==> config.mk <==
export PLATFORM = sky130hd
export DESIGN_NAME = aes128_rsm_ctrl
export DESIGN_NICKNAME = d
export VERILOG_FILES = /design/src/rtl/aes128_rsm_ctrl.sv
export SDC_FILE = /design/constraint.sdc
export NUM_CORES = 1
export LEC_CHECK = 0
export CORE_AREA = 2 2 323 325
export DETAILED_ROUTE_END_ITERATION = 8
export DIE_AREA = 0 0 325 327
export PLACE_DENSITY_LB_ADDON = 0.08
export SYNTH_ARGS = -nofsm -noshare
export SYNTH_HDL_FRONTEND = slang
export SYNTH_SLANG_ARGS = --single-unit
==> constraint.sdc <==
create_clock -name clk -period 9.3 [get_ports clk]
set_clock_uncertainty 0.15 [all_clocks]
set_input_delay 0.93 -clock clk [delete_from_list [all_inputs] [get_ports clk]]
set_output_delay 0.93 -clock clk [all_outputs]
set_load 0.03 [all_outputs]
==> src/rtl/aes128_rsm_ctrl.sv <==
// Sequencer in front of the AES-128 RSM core: key register, plaintext FIFO,
// per-encryption key reload, LFSR mask rotation and held ciphertext output.
`timescale 1ns/1ps
module aes128_rsm_ctrl #(
    parameter int unsigned PT_DEPTH     = 2,
    parameter int unsigned TIMEOUT      = 31,
    parameter logic [15:0] LFSR_DEFAULT = 16'hACE1
) (
    input  logic         clk,
    input  logic         reset,
    input  logic [127:0] s_key,
    input  logic         s_key_valid,
    output logic         s_key_ready,
    input  logic [127:0] s_pt,
    input  logic         s_pt_valid,
    output logic         s_pt_ready,
    output logic [127:0] m_ct,
    output logic         m_ct_valid,
    input  logic         m_ct_ready,
    input  logic [15:0]  seed,
    input  logic         seed_load,
    output logic [127:0] core_key,
    output logic         core_key_valid,
    output logic [127:0] core_plaintext,
    output logic         core_plaintext_valid,
    output logic [3:0]   core_rotate,
    input  logic [127:0] core_ciphertext,
    input  logic         core_ciphertext_valid,
    input  logic         core_busy,
    output logic         busy,
    output logic         error,
    output logic [31:0]  enc_count
);
    localparam int unsigned PW = $clog2(PT_DEPTH);
    localparam int unsigned TW = $clog2(TIMEOUT + 1);
    localparam logic [PW:0] FULL_CNT = (PW + 1)'(PT_DEPTH);

    typedef enum logic [2:0] {S_IDLE, S_RELOAD, S_ISSUE, S_WAIT, S_OUT} state_e;

    state_e         state_q;
    logic [127:0]   key_q;
    logic [127:0]   mem_q [PT_DEPTH];
    logic [PW-1:0]  wr_ptr_q, rd_ptr_q;
    logic [PW:0]    count_q;
    logic [15:0]    lfsr_q, lfsr_d;
    logic [TW-1:0]  timer_q;
    logic [127:0]   m_ct_q;
    logic           m_ct_valid_q, key_valid_q, pt_valid_q, error_q;
    logic [3:0]     rotate_q;
    logic [31:0]    enc_count_q;
    logic           fifo_empty, fifo_full, push, pop, key_fire;

    assign fifo_empty = (count_q == '0);
    assign fifo_full  = (count_q == FULL_CNT);
    assign push       = s_pt_valid && !fifo_full;
    assign pop        = (state_q == S_ISSUE);
    assign key_fire   = s_key_valid && s_key_ready;

    // Fibonacci taps 16,14,13,11; feedback enters at bit 0
    assign lfsr_d = {lfsr_q[14:0], lfsr_q[15] ^ lfsr_q[13] ^ lfsr_q[12] ^ lfsr_q[10]};

    assign s_key_ready          = (state_q == S_IDLE) && fifo_empty;
    assign s_pt_ready           = !fifo_full;
    assign m_ct                 = m_ct_q;
    assign m_ct_valid           = m_ct_valid_q;
    assign core_key             = key_q;
    assign core_key_valid       = key_valid_q;
    assign core_plaintext       = mem_q[rd_ptr_q];
    assign core_plaintext_valid = pt_valid_q;
    assign core_rotate          = rotate_q;
    assign busy                 = (state_q != S_IDLE) || !fifo_empty;
    assign error                = error_q;
    assign enc_count            = enc_count_q;

    always_ff @(posedge clk) begin
        if (push) mem_q[wr_ptr_q] <= s_pt;
    end

    always_ff @(posedge clk) begin
        if (reset) begin
            state_q      <= S_IDLE;
            key_q        <= '0;
            wr_ptr_q     <= '0;
            rd_ptr_q     <= '0;
            count_q      <= '0;
            lfsr_q       <= LFSR_DEFAULT;
            timer_q      <= '0;
            m_ct_q       <= '0;
            m_ct_valid_q <= 1'b0;
            key_valid_q  <= 1'b0;
            pt_valid_q   <= 1'b0;
            rotate_q     <= '0;
            error_q      <= 1'b0;
            enc_count_q  <= '0;
        end else begin
            key_valid_q <= 1'b0;
            pt_valid_q  <= 1'b0;
            if (key_fire) key_q <= s_key;
            if (push) wr_ptr_q <= wr_ptr_q + 1'b1;
            if (pop)  rd_ptr_q <= rd_ptr_q + 1'b1;
            case ({push, pop})
                2'b10:   count_q <= count_q + 1'b1;
                2'b01:   count_q <= count_q - 1'b1;
                default: count_q <= count_q;
            endcase

            // Strobes and rotation are registered on entry to the state they belong to
            case (state_q)
                S_IDLE: begin
                    if (seed_load) lfsr_q <= (seed == '0) ? LFSR_DEFAULT : seed;
                    if (!fifo_empty && !core_busy) begin
                        state_q     <= S_RELOAD;
                        key_valid_q <= 1'b1;
                    end
                end
                S_RELOAD: begin
                    state_q    <= S_ISSUE;
                    pt_valid_q <= 1'b1;
                    rotate_q   <= lfsr_q[3:0];
                end
                S_ISSUE: begin
                    lfsr_q  <= lfsr_d;
                    timer_q <= '0;
                    state_q <= S_WAIT;
                end
                S_WAIT: begin
                    if (core_ciphertext_valid) begin
                        m_ct_q       <= core_ciphertext;
                        m_ct_valid_q <= 1'b1;
                        enc_count_q  <= enc_count_q + 32'd1;
                        state_q      <= S_OUT;
                    end else if (timer_q == TW'(TIMEOUT - 1)) begin
                        error_q <= 1'b1;
                        state_q <= S_IDLE;
                    end else begin
                        timer_q <= timer_q + TW'(1);
                    end
                end
                S_OUT: begin
                    if (m_ct_ready) begin
                        m_ct_valid_q <= 1'b0;
                        state_q      <= S_IDLE;
                    end
                end
                default: state_q <= S_IDLE;
            endcase
        end
    end
endmodule

Yosys cells after proc, flatten, opt, wreduce, memory -nomap -nowiden --
Memories as Yosys holds them, arrays and structs flattened. A register that Yosys moved wholly into a read port is not among the register bits. Index checks and enable logic that the tools add are counted.
Operators by class: add/subtract/negate cells 6, equality and inequality tests 15, mux-type cells 21, bitwise gates (word level) 5, reductions and logical operators 23
Operators by type and width (count):
- adder 32 x 1 -> 32 bit, second input constant | 1
- 2-to-1 mux 16 bit | 2
- case mux 16 bit (2 select lines) | 1
- zero test 16 bit | 1
- case mux 3 bit (5 select lines) | 1
- 2-to-1 mux 3 bit | 4
- AND reduction 3 bit | 4
- 2-to-1 mux 5 bit | 2
- inequality test 2 bit, second input constant | 5
- case mux 5 bit (2 select lines) | 1
- 2-to-1 mux 1 bit | 8
- nonzero test 2 bit | 4
- == test 3 x 2 -> 1 bit, second input constant | 2
- adder 5 x 1 -> 5 bit, second input constant | 1
- == test 5 bit, second input constant | 1
- == test 2 bit, second input constant | 2
- logical AND 1 bit | 4
- case mux 2 bit (2 select lines) | 1
- AND reduction 2 bit | 2
- == test 3 x 1 -> 1 bit, second input constant | 1
- == test 3 bit, second input constant | 1
- zero test 1 bit | 3
- zero test 3 bit | 1
- inequality test 3 bit, second input constant | 1
- other kinds (12) | 16
Storage, ports and cells: register bits 324, RAM bits 256, input bits 408, output and inout bits 427, logic and storage cells 85, memories kept 1
Memories:
- mem_q | words 2, bits a word 128, read ports 1, clocked after Yosys merged registers in 1, wr ports 1, line 42 | logic [127:0] mem_q [PT_DEPTH];

Depth between registers and ports, before layout --
Gate-level depths: netlist of the first run.
word-level depth 5, mapped depth 9, mapped depth without buffers 6

Worst setup path before layout of the first run --
OpenSTA, ideal clock, no wires.
path kind in2reg, from input port s_pt_valid, to memory mem_q[0][0] (enable), setup time 0.617 ns, arrival 6.353 ns, data required time 8.533 ns, slack 2.180 ns, cell stages on the path 2, path buffers 0, cells stage by stage nand2_1 -> nor2_1
Between the ends: cells in the longest elaborated chain, start to end 3
Ends and longest elaborated chain:
- start, declared | line 15 | input logic s_pt_valid,
- logical AND 1 bit | line 55 | assign push = s_pt_valid && !fifo_full;
- 2-to-1 mux 1 bit | line 76 | if (push) mem_q[wr_ptr_q] <= s_pt;
- 2-to-1 mux 1 bit (not written as such) | line 76
- end, declared | line 42
Every way passes these cells.

==> results.txt, run 1 <==
startpoint type of the worst setup path - flip-flop
status - finished clean
largest net degree at the start of global routing - 198
Non-Filler Instances - 4129
WL per Instance - 21.0 um
Final Wtd Congestion - 0.822
Slew Limit Fails - 0
CP Class - flip-flop to primary output
CP Data Required Time - 8.22 ns
Die Span X - 325 um
pwr dens - 276 nW/um^2
max cap viols - 0
Yosys warning count - 0
ys flop type - dfxtp_1
CTS tree - built
crit-path max cell delay - 0.89 ns
Setup TNS - 0 ns
FF+latch area - 14200 sq um
worst skew pair latency - 0.63 ns
asr flop ratio synth - 0%
Cell Area, Synth - 21100 sq um
Net Count, Synth - 2301
Starting Density - 20.5%
setup ws final - 4.63 ns
Hold Crit Class - flip-flop to flip-flop
fin util - 32.3%
endpoints failing hold - 0
post-route clock period utilization - 50.2%
Pre-antenna DRT Iters - 4
Final Critical Period - 4.67 ns
post-synthesis sequential area ratio - 67.4%
RSZ-0062 raised after global routing - no
clk buf depth - 3
initial antenna violation count - 13
Vias/cell - 4.14
ANT nets after route - 0
Reg clk slew, reported paths - 0.05 ns
Crit-path slowest cell - buf_4
Area Growth Syn to Fin - 57.9%
vias in the first global route - 17400
total CTS buffers - 74
most common cell after layout, fill and taps aside - clkdlybuf4s50_1
Max-slew headroom - 4.44%
full die area - 106000 sq um
Worst Tran Pin Value - 1.43 ns
Hold-fix buffers, CTS - 0
Setup violations, final - 0
Yosys reg bits - 581
most frequent cells in the layout - 833 x clkdlybuf4s50_1, 544 x nand2_1, 324 x dfxtp_1
die span in y - 327 um
Overall Global Routing Usage - 15.7%
fin nets - 3103
crit-path cells - buf_4 > mux2_2 > clkdlybuf4s50_1
first-pass GRT wire length - 123000 um
WP buf/inv - 2
Inst Count DP - 3995
multi-input logic area - 6380 sq um
hold_ws - 0.301 ns
CP top delay family - buffers and inverters
vias post-DR - 17100
crit end category - primary output
fin area - 33200 sq um
post-synthesis cell count - 1889
Tot Pwr - 9.18 mW
DRT iter0 DRCs - 869
I/O pin total - 835
num rows - 118
Gates resized, CTS repair - 0
Fmax achieved - 214 MHz
Core Area - 103000 sq um
Fillers - 10600
Post-DP Area - 30800 sq um
Post-DP HPWL - 62400 um
Setup WS pre-CTS - 4.69 ns
CP Data Arrival Time - 3.59 ns
clock root buffer - clkbuf_16
post-synth cell types - 41
worst-path maximum fanout - 76
share of layout cells above drive strength 1 - 9.83%
leakage power - 11.1 nW
synthesized area per cell - 11.1 sq um
GRT overflow - 0
IO Port Bufs - 834
final wirelength - 86600 um
clock sink count - 581
VDD IR max - 0.143 mV
EDFF count, synth - 256
htree depth - 3
Setup Fix Bufs, Post-CTS - 0
drt drc - 0
-- state kept, by name, indices dropped and copies added (netlist names), 2 cells and up, named ones only --
| name | cells |
|---|---|
| state_q | 3 |
| enc_count | 32 |
| timer_q | 5 |
| core_rotate | 4 |
| core_key | 128 |
| m_ct | 128 |
| lfsr_q | 16 |
| count_q | 2 |
| mem_q | 256 |
-- worst register-to-register path, stage by stage, from the launching register on --
cell     delay (ns)
dfxtp_1        0.58
and4b_4        0.76
buf_4          0.92
nand4_1        0.46
or4_1          0.51
a21oi_1        0.15
-- path summary, 6_finish.rpt --
check	start	end	slack, ns	depth (start not counted)
hold reg to reg	core_key[36]	core_key[36]	0.30	2
setup / recovery	flip-flop	core_plaintext[109]	4.63	3
hold / removal	core_key[36]	core_key[36]	0.30	2
setup reg to reg	state_q[1]	enc_count[13]	5.71	5
-- synthesized netlist by cell type (2+ instances only) --
master | count | share of area (%)
nand2_1 | 544 | 9.7
mux2_2 | 135 | 7.2
dfxtp_1 | 325 | 31
a311oi_1 | 8 | 0.33
and2_1 | 2 | 0.059
ha_1 | 4 | 0.24
clkbuf_1 | 107 | 1.9
edfxtp_1 | 256 | 37
inv_1 | 9 | 0.16
nand4_2 | 2 | 0.12
buf_2 | 7 | 0.17
mux2i_1 | 4 | 0.19
nand4_1 | 8 | 0.24
buf_1 | 5 | 0.089
xor2_1 | 12 | 0.50
o21ai_0 | 21 | 0.50
or2_2 | 2 | 0.059
nand3_1 | 19 | 0.45
a21oi_1 | 290 | 6.9
xnor2_1 | 6 | 0.25
nor3_1 | 14 | 0.33
and3_1 | 6 | 0.18
nand2b_1 | 2 | 0.059
o31ai_1 | 12 | 0.43
and4_1 | 3 | 0.12
or4_1 | 11 | 0.39
nor2b_1 | 8 | 0.24
or3_1 | 8 | 0.24
nor4_1 | 9 | 0.27
nor2_1 | 39 | 0.70
-- routing by layer --
layer  vias to the layer above  wire length (um)  GRT usage (%)
li1                       8139                 -              -
met1                      8231             33600           17.5
met2                       598             43900           27.7
met3                       116              7230           5.97
met4                        14              1800           4.78
met5                         -               106              0
-- logic make-up (layout without fill, tap and decap cells) --
logic type	count (synthesis)	in the layout	synth area share, %
fa+ha+maj	4	4	0.238
flops	581	581	67.4
mux	139	139	7.41
compound gates	333	333	8.24
buf+inv	130	987	2.41
other cells	0	3	0
xor+xnor	18	18	0.749
simple gates	684	684	13.5
-- final cells by class --
type	instances	share of cell area (%)
sequential	581	42.7
multi-input combinational	1178	19.2
clock inverter	25	0.794
tap	1380	5.19
clock buffer	106	6.52
inverter	9	0.102
timing repair buffer	847	25.5
antenna	3	0.0226
-- report_power, final --
group          switching (mW)  internal (mW)
clock network            1.13           1.75
logic                    1.82           1.19
registers               0.199           3.08
(Power assumes the default switching activity.)
==> inputs of run 2 (changes only) <==
clock period = 3.9 ns   (was 9.3 ns; I/O delays follow)
==> results.txt, run 2 (same netlist as run 1, synthesis figures left out) <==
status - finished clean
Slew Limit Fails - 0 (unchanged)
largest net degree at the start of global routing - 135 (-32%)
RSZ-0062 raised after global routing - no
pwr dens - 653 nW/um^2 (+140%)
Top reg by flops - mem_q
Pre-antenna DRT Iters - 5 (+1)
max cap viols - 0 (unchanged)
Final Critical Period - 3.28 ns
htree depth - 3 (unchanged)
IO Port Bufs - 834 (unchanged)
worst hold stages - 2 (unchanged)
I/O pin total - 835 (unchanged)
reg2reg end - core_key[69]
Setup Fix Bufs, Post-CTS - 0 (unchanged)
num rows - 118 (unchanged)
crit-path cells - buf_4 > mux2_2 > clkdlybuf4s50_1
Post-DP HPWL - 61500 um (-1.4%)
most frequent cells in the layout - 833 x clkdlybuf4s50_1, 544 x nand2_1, 324 x dfxtp_1
vias in the first global route - 17400 (+0.092%)
die span in y - 327 um (unchanged)
Hold-fix buffers, CTS - 0 (unchanged)
Gates resized, CTS repair - 0 (unchanged)
Fmax achieved - 305 MHz
full die area - 106000 sq um (unchanged)
clk buf depth - 3 (unchanged)
leakage power - 11.2 nW (+0.52%)
final wirelength - 85200 um (-1.7%)
multi-input logic area - 6380 sq um (unchanged)
Final Wtd Congestion - 0.848 (+3.2%)
vias post-DR - 17200 (+0.60%)
met2 WL - 41100 um (-6.3%)
Die Span X - 325 um (unchanged)
Setup TNS - 0 ns (unchanged)
CP Class - flip-flop to primary output
WL per Instance - 20.5 um (-2.1%)
initial antenna violation count - 17 (+4)
ANT nets after route - 0 (unchanged)
Min-Delay Endpoint - enc_count[0]
most common cell after layout, fill and taps aside - clkdlybuf4s50_1
clock sink count - 581 (unchanged)
endpoints failing hold - 0 (unchanged)
Worst Tran Pin Value - 0.898 ns (-0.535 ns)
Vias/cell - 4.15 (+0.17%)
startpoint type of the worst setup path - flip-flop
met3 WL post-DR - 8610 um (+19%)
crit end category - primary output
drt drc - 0 (unchanged)
VDD IR max - 0.340 mV (+140%)
Area Growth Syn to Fin - 58.4%
share of layout cells above drive strength 1 - 10.1% (+0.30 points)
max FFs per register - 256 (unchanged)
hold_ws - 0.142 ns (-0.159 ns)
first-pass GRT wire length - 121000 um (-1.2%)
Overall Global Routing Usage - 15.4% (-0.33 points)
worst reg-to-reg path cell count - 5 (unchanged)
beginning of the worst hold path - reset
total CTS buffers - 74 (unchanged)
Starting Density - 20.5% (unchanged)
Crit-path slowest cell - dfxtp_4
CP Data Required Time - 3.36 ns (-4.86 ns)
worst-path maximum fanout - 29 (-62%)
RR Startpoint - state_q[2]
Max-slew headroom - 39.6% (+35 points)
GRT overflow - 0 (unchanged)
crit-path max cell delay - 0.64 ns (-0.25 ns)
worst skew pair latency - 0.62 ns (about the same)
top routing layer in use - met5
CTS tree - built
Hold Crit Class - primary input to flip-flop
Setup violations, final - 0 (unchanged)
CP Data Arrival Time - 2.74 ns (-0.85 ns)
Reg clk slew, reported paths - 0.06 ns (about the same)
fin nets - 3117 (+0.45%)
FF+latch area - 14200 sq um (unchanged)
flop-to-flop setup slack - 1.32 ns (-4.39 ns)
DRT iter0 DRCs - 849 (-2.3%)
post-route clock period utilization - 84.2%
Core Area - 103000 sq um (unchanged)
Fillers - 10600 (-0.085%)
clock root buffer - clkbuf_16
wl on met1 - 33400 um (-0.67%)
-- run 2: changes by cell type in the layout (fill, tap and decap cells not counted), moves of 3 or more --
cell	change
buf_12	+7
buf_4	+7
clkbuf_1	+6
clkbuf_8	-5
clkinv_2	+4
clkinv_8	+3
clkinvlp_4	-3
-- run 2: worst max-delay path by stage --
stage | start | slack, ns | to
2_1_floorplan | count_q[0] | 0.49 | mem_q[0][0]
5_1_grt | flip-flop | 0.45 | core_plaintext[24]
3_3_place_gp | core_ciphertext_valid | 1.14 | enc_count[31]
3_5_place_dp | core_ciphertext_valid | 1.13 | enc_count[31]
6_report | flip-flop | 0.62 | core_plaintext[24]
4_1_cts | flip-flop | 0.49 | core_plaintext[24]
-- run 2: cell type report --
type / instances / share of cell area, %
Antenna cell: 3 / 0.0225
Tap cell: 1380 / 5.18
Clock inverter: 30 / 0.799
Sequential cell: 581 / 42.6
Inverter: 9 / 0.101
Multi-Input combinational cell: 1178 / 19.1
Timing Repair Buffer: 861 / 26.0
Clock buffer: 105 / 6.21
-- run 2: metrics by stage --
| stage | utilization (%) | setup WS (ns) | instance area (sq um) | instances | power (mW) |
|---|---|---|---|---|---|
| 2_1_floorplan | - | 0.488 | 21100 | 1889 | 12.0 |
| 3_3_place_gp | 30.1 | 1.14 | 31000 | 4009 | 15.4 |
| 3_5_place_dp | 30.1 | 1.13 | 31000 | 4009 | 15.4 |
| 4_1_cts | 32.4 | 0.487 | 33300 | 4144 | 22.2 |
| 5_1_grt | 32.4 | 0.453 | 33300 | 4145 | 22.9 |
| 6_report | 32.4 | 0.617 | 33300 | 4147 | 21.8 |
-- run 2: critical path: cells and delay by family (launching register included) --
family,cells,cell delay [ns]
buffers and inverters,2,1.07
muxes,1,0.39
DFF,1,0.64
-- run 2: metal layers --
layer	up-vias	track usage, %
met1	8259	17.3
met3	109	7.10
met5	-	0
met4	22	4.64
met2	634	26.0
li1	8177	-
-- run 2: report_power, final --
group          internal (mW)  switching, mW
sequential              7.34          0.415
combinational           2.93           4.45
clock                   3.91           2.71
total                   14.2           7.58
==> inputs of run 3 (changes only) <==
clock period = 3 ns   (was 3.9 ns; I/O delays follow)
==> results.txt, run 3 (same netlist as run 1, synthesis figures left out) <==
status - finished clean
Core Area - 103000 sq um (unchanged)
crit-path cells - bufbuf_16 > mux2_2 > clkdlybuf4s50_1
Reg clk slew, reported paths - 0.06 ns (about the same)
initial antenna violation count - 15 (-2)
I/O pin total - 835 (unchanged)
GRT overflow - 0 (unchanged)
fin area - 33700 sq um (+1.1%)
endpoints failing hold - 0 (unchanged)
CP Data Required Time - 2.55 ns (-0.81 ns)
Starting Density - 20.5% (unchanged)
Tot Pwr - 28.4 mW (+31%)
Crit-path slowest cell - clkdlybuf4s50_1
WL per Instance - 20.3 um (-1.3%)
most common cell after layout, fill and taps aside - clkdlybuf4s50_1
Setup TNS - 0 ns (unchanged)
most frequent cells in the layout - 832 x clkdlybuf4s50_1, 543 x nand2_1, 323 x dfxtp_1
Final Critical Period - 2.86 ns
worst reg-to-reg path cell count - 4 (-1)
final wirelength - 84500 um (-0.73%)
Setup violations, final - 0 (unchanged)
drt drc - 0 (unchanged)
RSZ-0062 raised after global routing - no
setup ws final - 0.137 ns (-0.480 ns)
Post-DP HPWL - 61500 um (about the same)
htree depth - 3 (unchanged)
CP Data Arrival Time - 2.41 ns (-0.33 ns)
largest net degree at the start of global routing - 131 (-3.0%)
Area Growth Syn to Fin - 60.1%
RR Startpoint - state_q[1]
Pre-antenna DRT Iters - 4 (-1)
Setup WS pre-CTS - 0.395 ns (-0.731 ns)
Max-slew headroom - 46.4% (+6.8 points)
flop-to-flop setup slack - 0.62 ns (-0.70 ns)
max cap viols - 0 (unchanged)
pwr dens - 843 nW/um^2 (+29%)
vias post-DR - 17100 (-0.30%)
Overall Global Routing Usage - 15.4% (about the same)
worst skew pair latency - 0.62 ns (about the same)
Top reg by flops - mem_q
Most Crowded Layer GR - met2
CTS tree - built
clk buf depth - 3 (unchanged)
Worst Tran Pin Value - 0.804 ns (-0.0941 ns)
Fmax achieved - 349 MHz
fin util - 32.8% (+0.36 points)
reg2reg end - enc_count[31]
full die area - 106000 sq um (unchanged)
worst-path maximum fanout - 35 (+21%)
share of layout cells above drive strength 1 - 10.7% (+0.56 points)
ANT nets after route - 0 (unchanged)
fin nets - 3145 (+0.90%)
met1 GRT Util - 16.7% (-0.59 points)
IO Port Bufs - 834 (unchanged)
startpoint type of the worst setup path - flip-flop
grt met3 use - 6.90% (-0.21 points)
leakage power - 11.3 nW (+1.5%)
first-pass GRT wire length - 121000 um (about the same)
Post-DP Area - 31200 sq um (+0.78%)
max FFs per register - 256 (unchanged)
crit end category - primary output
Setup Fix Bufs, Post-CTS - 0 (unchanged)
Slew Limit Fails - 0 (unchanged)
Hold Crit Class - primary input to flip-flop
VDD IR max - 0.495 mV (+46%)
CP Class - flip-flop to primary output
beginning of the worst hold path - core_ciphertext[37]
crit-path max cell delay - 0.61 ns (-0.03 ns)
Vias/cell - 4.11 (-0.90%)
clock sink count - 581 (unchanged)
vias in the first global route - 17700 (+1.7%)
post-route clock period utilization - 95.4%
num rows - 118 (unchanged)
clock root buffer - clkbuf_16
Die Span X - 325 um (unchanged)
DRT iter0 DRCs - 721 (-15%)
total CTS buffers - 74 (unchanged)
Min-Delay Endpoint - m_ct[37]
Final Wtd Congestion - 0.815 (-3.8%)
worst hold stages - 3 (+1)
die span in y - 327 um (unchanged)
met2 Resource Use GR - 26.6% (+0.60 points)
## run 3: cell types whose count changed in the layout (fill, tap and decap cells not counted), moves of 3 or more
| cell | delta |
|---|---|
| clkinv_1 | -3 |
| dlygate4sd3_1 | +12 |
| buf_12 | +8 |
| buf_4 | +6 |
| clkinv_2 | -4 |
| clkbuf_8 | +3 |
## run 3: layout make-up
class | count | area [sq um]
diodes | 4 | 10.0
repair buffers | 889 | 9040
clock buffers | 109 | 2090
well taps | 1380 | 1730
inverters | 9 | 33.8
fillers | 10600 | 69200
clock inverters | 22 | 196
multi-input cells | 1178 | 6410
flip-flops and latches | 581 | 14200
## run 3: worst max-delay path by stage
stage | from | endpoint | slack (ns) | cells after the start
3_5_place_dp | core_ciphertext_valid | enc_count[31] | 0.40 | 5
6_report | flip-flop | core_plaintext[124] | 0.14 | 3
5_1_grt | flip-flop | core_plaintext[52] | 0.02 | 3
2_1_floorplan | count_q[0] | mem_q[0][0] | -0.10 | 3
4_1_cts | flip-flop | core_plaintext[93] | 0.01 | 3
3_3_place_gp | core_ciphertext_valid | enc_count[31] | 0.38 | 5
## run 3: what timing repair did
item / in CTS / in global routing
setup endpoints to repair: 14 / 2
resized for setup: 2 / 2
hold buffers: 12 / 0
gates cloned: 1 / 0
hold endpoints to repair: 47 / 0
## run 3: stage by stage
step	hold WS [ns]	cells
global route	0.0315	4172
detailed placement	0.296	4024
CTS	0.00109	4168
global placement	0.292	4024
finish	0.0686	4172
floorplan	0.227	1889
## run 3: power by group
part	leakage (nW)	internal, mW	switching [mW]	total [mW]
Clock	1.11	5.01	3.49	8.50
Combinational	5.19	4.00	5.86	9.86
Sequential	5.04	9.55	0.501	10.0
## run 3: layer usage
layer	vias up	wire length (um)	share of wire [%]
met5	-	122	0.14
met4	20	1960	2.3
met3	106	8150	9.6
met2	606	42000	50
met1	8183	32300	38
li1	8234	-	-
## run 3: critical path, delay by kind of cell (launching register included)
family | cells | cell delay, ns
buf+inv | 2 | 1.00
mux | 1 | 0.36
flops | 1 | 0.41
